===== config.mk =====
export PLATFORM = sky130hd
export DESIGN_NAME = rs_issue_scheduler
export DESIGN_NICKNAME = d
export VERILOG_FILES = /design/src/rtl/rs_issue_scheduler.sv
export SDC_FILE = /design/constraint.sdc
export NUM_CORES = 1
export LEC_CHECK = 0
export CELL_PAD_IN_SITES_DETAIL_PLACEMENT = 0
export CELL_PAD_IN_SITES_GLOBAL_PLACEMENT = 2
export CORE_UTILIZATION = 30
export CTS_BUF_LIST = sky130_fd_sc_hd__clkbuf_4
export DETAILED_ROUTE_END_ITERATION = 8
export PLACE_DENSITY_LB_ADDON = 0.1
export SYNTH_ARGS = -nofsm -noshare
export SYNTH_HDL_FRONTEND = slang
export SYNTH_SLANG_ARGS = --single-unit

===== constraint.sdc =====
create_clock -name clk_i -period 4.3 [get_ports clk_i]
set_input_delay 0.43 -clock clk_i [delete_from_list [all_inputs] [get_ports clk_i]]
set_output_delay 0.43 -clock clk_i [all_outputs]
set_load 0.01 [all_outputs]

===== src/rtl/rs_issue_scheduler.sv =====
// rs_issue_scheduler
//   Issue scheduler for one reservation station of DEPTH entries. It tracks
//   per-entry busy/ready bits and hands the lowest free index to dispatch.
//   CDB wakeups mark entries ready. One ready entry per cycle is picked
//   round-robin into a registered issue slot, which is drained over a
//   valid/ready handshake.
//
//   Optional build macro: RS_WAKE_BYPASS_EN
//     When defined, a same-cycle wakeup also counts as a candidate for
//     selection, so a woken entry can issue one cycle earlier.
//
// Ports
//   clk_i, rst_i      clock, asynchronous active-high reset
//   flush_i           synchronous squash of every entry
//   alloc_valid_i     dispatch requests an entry
//   alloc_ready_o     at least one entry is free
//   alloc_idx_o       lowest free entry index
//   wake_valid_i      CDB wakeup strobe
//   wake_idx_i        entry to wake
//   issue_valid_o     issue slot holds a selected entry
//   issue_ready_i     functional unit accepts the issue
//   issue_idx_o       selected entry index
//   issue_onehot_o    one-hot of issue_idx_o (zero when slot empty)
//   busy_o            per-entry busy bits
//   occupancy_o       popcount of busy_o
module rs_issue_scheduler #(
   parameter int WIDTH = 3,
   parameter int DEPTH = (1 << WIDTH)
) (
   input  logic               clk_i,
   input  logic               rst_i,
   input  logic               flush_i,
   input  logic               alloc_valid_i,
   output logic               alloc_ready_o,
   output logic [WIDTH-1:0]   alloc_idx_o,
   input  logic               wake_valid_i,
   input  logic [WIDTH-1:0]   wake_idx_i,
   output logic               issue_valid_o,
   input  logic               issue_ready_i,
   output logic [WIDTH-1:0]   issue_idx_o,
   output logic [DEPTH-1:0]   issue_onehot_o,
   output logic [DEPTH-1:0]   busy_o,
   output logic [WIDTH:0]     occupancy_o
);

   localparam int OW = WIDTH + 1;

   logic [DEPTH-1:0] busy;
   logic [DEPTH-1:0] rdy;
   logic [WIDTH-1:0] rr_ptr;

   logic             alloc_fire;
   logic             issue_fire;
   logic             slot_free;
   logic             wake_hit;
   logic [DEPTH-1:0] cand;
   logic             sel_found;
   logic [WIDTH-1:0] sel_idx;

   // Lowest-indexed free entry: scan downward so the last hit is the lowest.
   always_comb begin
      alloc_ready_o = |(~busy);
      alloc_idx_o   = '0;
      for (int i = DEPTH - 1; i >= 0; i--)
         if (!busy[i]) alloc_idx_o = WIDTH'(i);
   end

   assign alloc_fire = alloc_valid_i & alloc_ready_o;
   assign issue_fire = issue_valid_o & issue_ready_i;
   assign slot_free  = ~issue_valid_o | issue_ready_i;

   // A wakeup only counts for an allocated entry that is not already sitting
   // in the issue slot; otherwise the slot entry could be granted twice.
   assign wake_hit = wake_valid_i & busy[wake_idx_i] &
                     ~(issue_valid_o && (issue_idx_o == wake_idx_i));

   always_comb begin
      cand = busy & rdy;
`ifdef RS_WAKE_BYPASS_EN
      if (wake_hit) cand[wake_idx_i] = 1'b1;
`endif
   end

   // Round-robin search starting one past the last grant. The WIDTH-bit
   // probe index wraps naturally because DEPTH == 1<<WIDTH; the final probe
   // lands back on rr_ptr itself.
   always_comb begin
      logic [WIDTH-1:0] probe;
      sel_found = 1'b0;
      sel_idx   = '0;
      probe     = '0;
      for (int i = 0; i < DEPTH; i++) begin
         probe = rr_ptr + WIDTH'(i + 1);
         if (!sel_found && cand[probe]) begin
            sel_found = 1'b1;
            sel_idx   = probe;
         end
      end
   end

   always_comb begin
      issue_onehot_o = '0;
      if (issue_valid_o) issue_onehot_o[issue_idx_o] = 1'b1;
   end

   always_comb begin
      logic [WIDTH:0] cnt;
      cnt = '0;
      for (int i = 0; i < DEPTH; i++) cnt = cnt + OW'(busy[i]);
      occupancy_o = cnt;
   end

   assign busy_o = busy;

   // Update order matters where bits may coincide: a winner's rdy clear must
   // beat a same-cycle wake of that entry (bypass-granted entries never keep
   // rdy). Alloc never hits the fired entry because that entry is still busy.
   always_ff @(posedge clk_i or posedge rst_i) begin
      if (rst_i) begin
         busy          <= '0;
         rdy           <= '0;
         rr_ptr        <= WIDTH'(DEPTH - 1);
         issue_valid_o <= 1'b0;
         issue_idx_o   <= '0;
      end else if (flush_i) begin
         busy          <= '0;
         rdy           <= '0;
         rr_ptr        <= WIDTH'(DEPTH - 1);
         issue_valid_o <= 1'b0;
         issue_idx_o   <= '0;
      end else begin
         if (issue_fire) busy[issue_idx_o] <= 1'b0;
         if (alloc_fire) begin
            busy[alloc_idx_o] <= 1'b1;
            rdy[alloc_idx_o]  <= 1'b0;
         end
         if (wake_hit) rdy[wake_idx_i] <= 1'b1;
         if (slot_free) begin
            if (sel_found) begin
               issue_valid_o <= 1'b1;
               issue_idx_o   <= sel_idx;
               rdy[sel_idx]  <= 1'b0;
               rr_ptr        <= sel_idx;
            end else begin
               issue_valid_o <= 1'b0;
            end
         end
      end
   end

endmodule


==> results.yml <==
critical_path:
  r2r_slack_ps: 730
  crit_slowest_cell: "clkdlybuf4s50_1"
  crit_start: "busy_o[0]"
  worstPathArrival_ps: 3550
  crit_chain: "fa_1 -> inv_1 -> fa_1 -> fa_1 -> inv_1 -> ha_1 -> inv_1 -> fa_1 -> xnor2_1 -> clkdlybuf4s50_1"
  startpoint_type: "flip-flop"
  endpoint_kind: "output port"
  rr_worst_depth: 10
  path_common_cell: "fa_1"
  r2r-start: "rr_ptr[0]"
  required_ps: 3870
  reg2reg_to: "rdy[0]"
  cpPeakStageDelay_ps: 550
  critPathKind: "flip-flop to output port"
  path_max_fanout: 2
sta:
  relSlewSlack_pct: 41.5
  worst_slew_pin_slew_ps: 876
  rsz0062_at_grt: "no"
  fin_tns_setup_ps: 0
  setup_slack_ps: 323
  period_share_pct: 92.5
  post-route-min-period_ps: 3980
  hold_viol_final: 0
  max_freq_mhz: 251
  slew_violations: 0
  setup_viol: 0
  skew_ps: 6.71
clocking:
  cts_resized: 0
  numCtsBuffers: 3
  clock_latency_ps: 320
  cts_setup_buffers: 0
  path_clk_slew_ps: 130
  clockRootBuffer: "clkbuf_4"
  cts.sinks: 23
  tritoncts: "yes"
  cts-htree-levels: 1
  hold_buffers: 0
  clock_path_buffers: 2
power:
  power.share.switching_pct: 50.0
  power.share.clock_pct: 7.9
  power_density_nw_per_um2: 435
  p_leak_nw: 1.15
  seqPwrFrac_pct: 26.5
  power.switching_mw: 0.652
  comb_power_share_pct: 65.6
  ir_drop_mv: 0.191
  power.internal_mw: 0.652
global_route:
  grt_pass1_vias: 2397
  grt_pass1_wl_um: 13300
  grt_remaining_overflow: 0
  grt_use_total_pct: 19.8
  grt_antenna_before_repair: 0
  grt_max_degree: 25
detailed_routing:
  routed_wl_um: 8200
  postRouteAntennaNets: 0
  drc: 0
  via_per_inst: 5.54
  wl_per_cell_um: 18.8
  vias: 2421
  dr.pass1.iters: 4
  drtIter0Drc: 116
final_layout:
  layout.cells.non_filler: 437
  antenna_cells: 0
  area_growth_pct: 18.8
  design_area_um2: 3000
  drive_gt1_share_pct: 13.3
  layout.nets: 352
synth:
  synth.distinct_cells: 73
  synth_area_um2: 2520
  yosys_warnings: 0
  postSynthCellCount: 296
  avgSynthCellArea_um2: 8.53
  ys_seq_area_share_pct: 23.0
  synth_nets: 315
  ys.flop_type: "dfrtp_1"
  synth-edff-count: 0
  async_flop_share_pct: 100
  synth_seq_cells: 23
floorplanning:
  rows: 33
  start_util_pct: 30.9
  die_x_um: 93.7
  coreArea_um2: 8180
  die_area_um2: 8780
  fp.dieH_um: 93.7
  num_io_pins: 37
placed_design:
  pre_cts_ws_ps: 652
  gp_routability_congestion: 0.849
  dp_hpwl_um: 6310
  port_buffers: 36
  placed_cells: 433
  placed_area_um2: 2970
status:
  status: "completed"
flow_run:
  maxCapViolations: 0
min_path:
  hold_class: "input pin to asynchronous set/reset pin"
[through the flow]
| step | power (mW) | hold slack (ps) | util (%) |
|---|---|---|---|
| 2_1_floorplan | 0.978 | 430 | - |
| 3_3_place_gp | 1.20 | 674 | 36.3 |
| 3_5_place_dp | 1.20 | 665 | 36.3 |
| 4_1_cts | 1.30 | 623 | 36.7 |
| 5_1_grt | 1.40 | 684 | 36.7 |
| 6_report | 1.30 | 581 | 36.7 |
[power groups by stage]
stage	Clock, mW	Sequential, mW	Combinational [mW]
floorplan	0	0.309	0.669
global placement	0	0.349	0.855
detailed placement	0	0.348	0.849
CTS	0.106	0.344	0.854
global route	0.114	0.353	0.932
finish	0.103	0.345	0.855
[sequential cells by signal, indices dropped and copies added, names as in the netlist]
register,cells
busy_o,8
issue_idx_o,3
issue_valid_o,1
rdy,8
rr_ptr,3
[metal layers]
metal | wire length (um) | up-vias | global-route usage (%)
met5 | 0 | - | 0
met4 | 114 | 0 | 4.74
met3 | 261 | 9 | 1.21
met2 | 4100 | 54 | 34.1
met1 | 3730 | 1186 | 26.9
li1 | - | 1172 | -
[worst max path at each step]
stage,slack (ps),end,cells after the start
2_1_floorplan,960,rdy[3],11
3_3_place_gp,690,rdy[7],10
3_5_place_dp,650,occupancy_o[2],10
4_1_cts,300,occupancy_o[2],10
5_1_grt,120,occupancy_o[2],10
6_report,320,occupancy_o[2],10
[cell families (layout without fill, tap and decap cells)]
group                      after synthesis  count (layout)  synth area share, %
and+or+nand+nor                        120             120                 24.7
AOI/OAI and AO/OA                       83              83                 23.3
buffers and inverters                   36              72                 7.88
DFF                                     23              23                 23.0
muxes                                   18              18                 13.0
adders and majority gates               10              10                 6.15
xor gates and xnor gates                 6               6                 2.08
[Yosys cell counts, drive strengths merged (3+ instances only)]
master | number | area [um2]
a211oi | 4 | 35.0
a21oi | 17 | 85.1
a22oi | 6 | 45.0
a311oi | 4 | 35.0
a32oi | 4 | 35.0
and2 | 4 | 27.5
and3 | 3 | 18.8
buf | 5 | 42.5
clkbuf | 8 | 70.1
dfrtp | 20 | 500
dfstp | 3 | 78.8
fa | 4 | 80.1
ha | 6 | 75.1
inv | 22 | 82.6
mux2 | 4 | 52.6
mux2i | 5 | 50.1
mux4 | 9 | 225
nand2 | 33 | 131
nand2b | 8 | 50.1
nand3 | 11 | 55.1
nand4 | 3 | 18.8
nor2 | 31 | 119
nor2b | 3 | 26.3
nor3 | 9 | 50.1
o211ai | 3 | 22.5
o21ai | 17 | 85.1
o31ai | 4 | 35.0
xnor2 | 5 | 43.8
[critical path: cells and delay by family (launching register included)]
kind / cells / cell delay, ps
buffers and inverters: 4 / 710
XOR/XNOR: 1 / 150
adder cells (fa/ha/maj): 5 / 1940
flip-flops: 1 / 420
[layout by cell type (no fill, tap or decap), types with 3 or more instances in the layout]
| cell | n |
|---|---|
| mux4_1 | 6 |
| clkbuf_4 | 3 |
| mux2i_1 | 5 |
| dfstp_2 | 3 |
| mux4_2 | 3 |
| nand2b_1 | 8 |
| a32oi_1 | 4 |
| a211oi_1 | 3 |
| a22oi_1 | 6 |
| o21ai_0 | 16 |
| o31ai_1 | 3 |
| nand3_1 | 11 |
| xnor2_1 | 5 |
| clkdlybuf4s50_1 | 36 |
| and2_1 | 3 |
| nand2_2 | 3 |
| a21oi_1 | 17 |
| nand2_1 | 30 |
| nand4_1 | 3 |
| inv_1 | 21 |
| a311oi_1 | 4 |
| buf_4 | 9 |
| ha_1 | 6 |
| o211ai_1 | 3 |
| dfrtp_1 | 20 |
| and3_1 | 3 |
| fa_1 | 4 |
| nor2_1 | 30 |
| nor3_1 | 8 |
[final cells by class]
type	count	area, um2
multi-input combinational	237	1750
clock inverter	1	5.00
clock buffer	3	22.5
sequential	23	579
tap	105	131
timing repair buffer	45	428
fill	869	5180
inverter	23	86.3
Note: power is estimated with default switching activity, not from simulation.
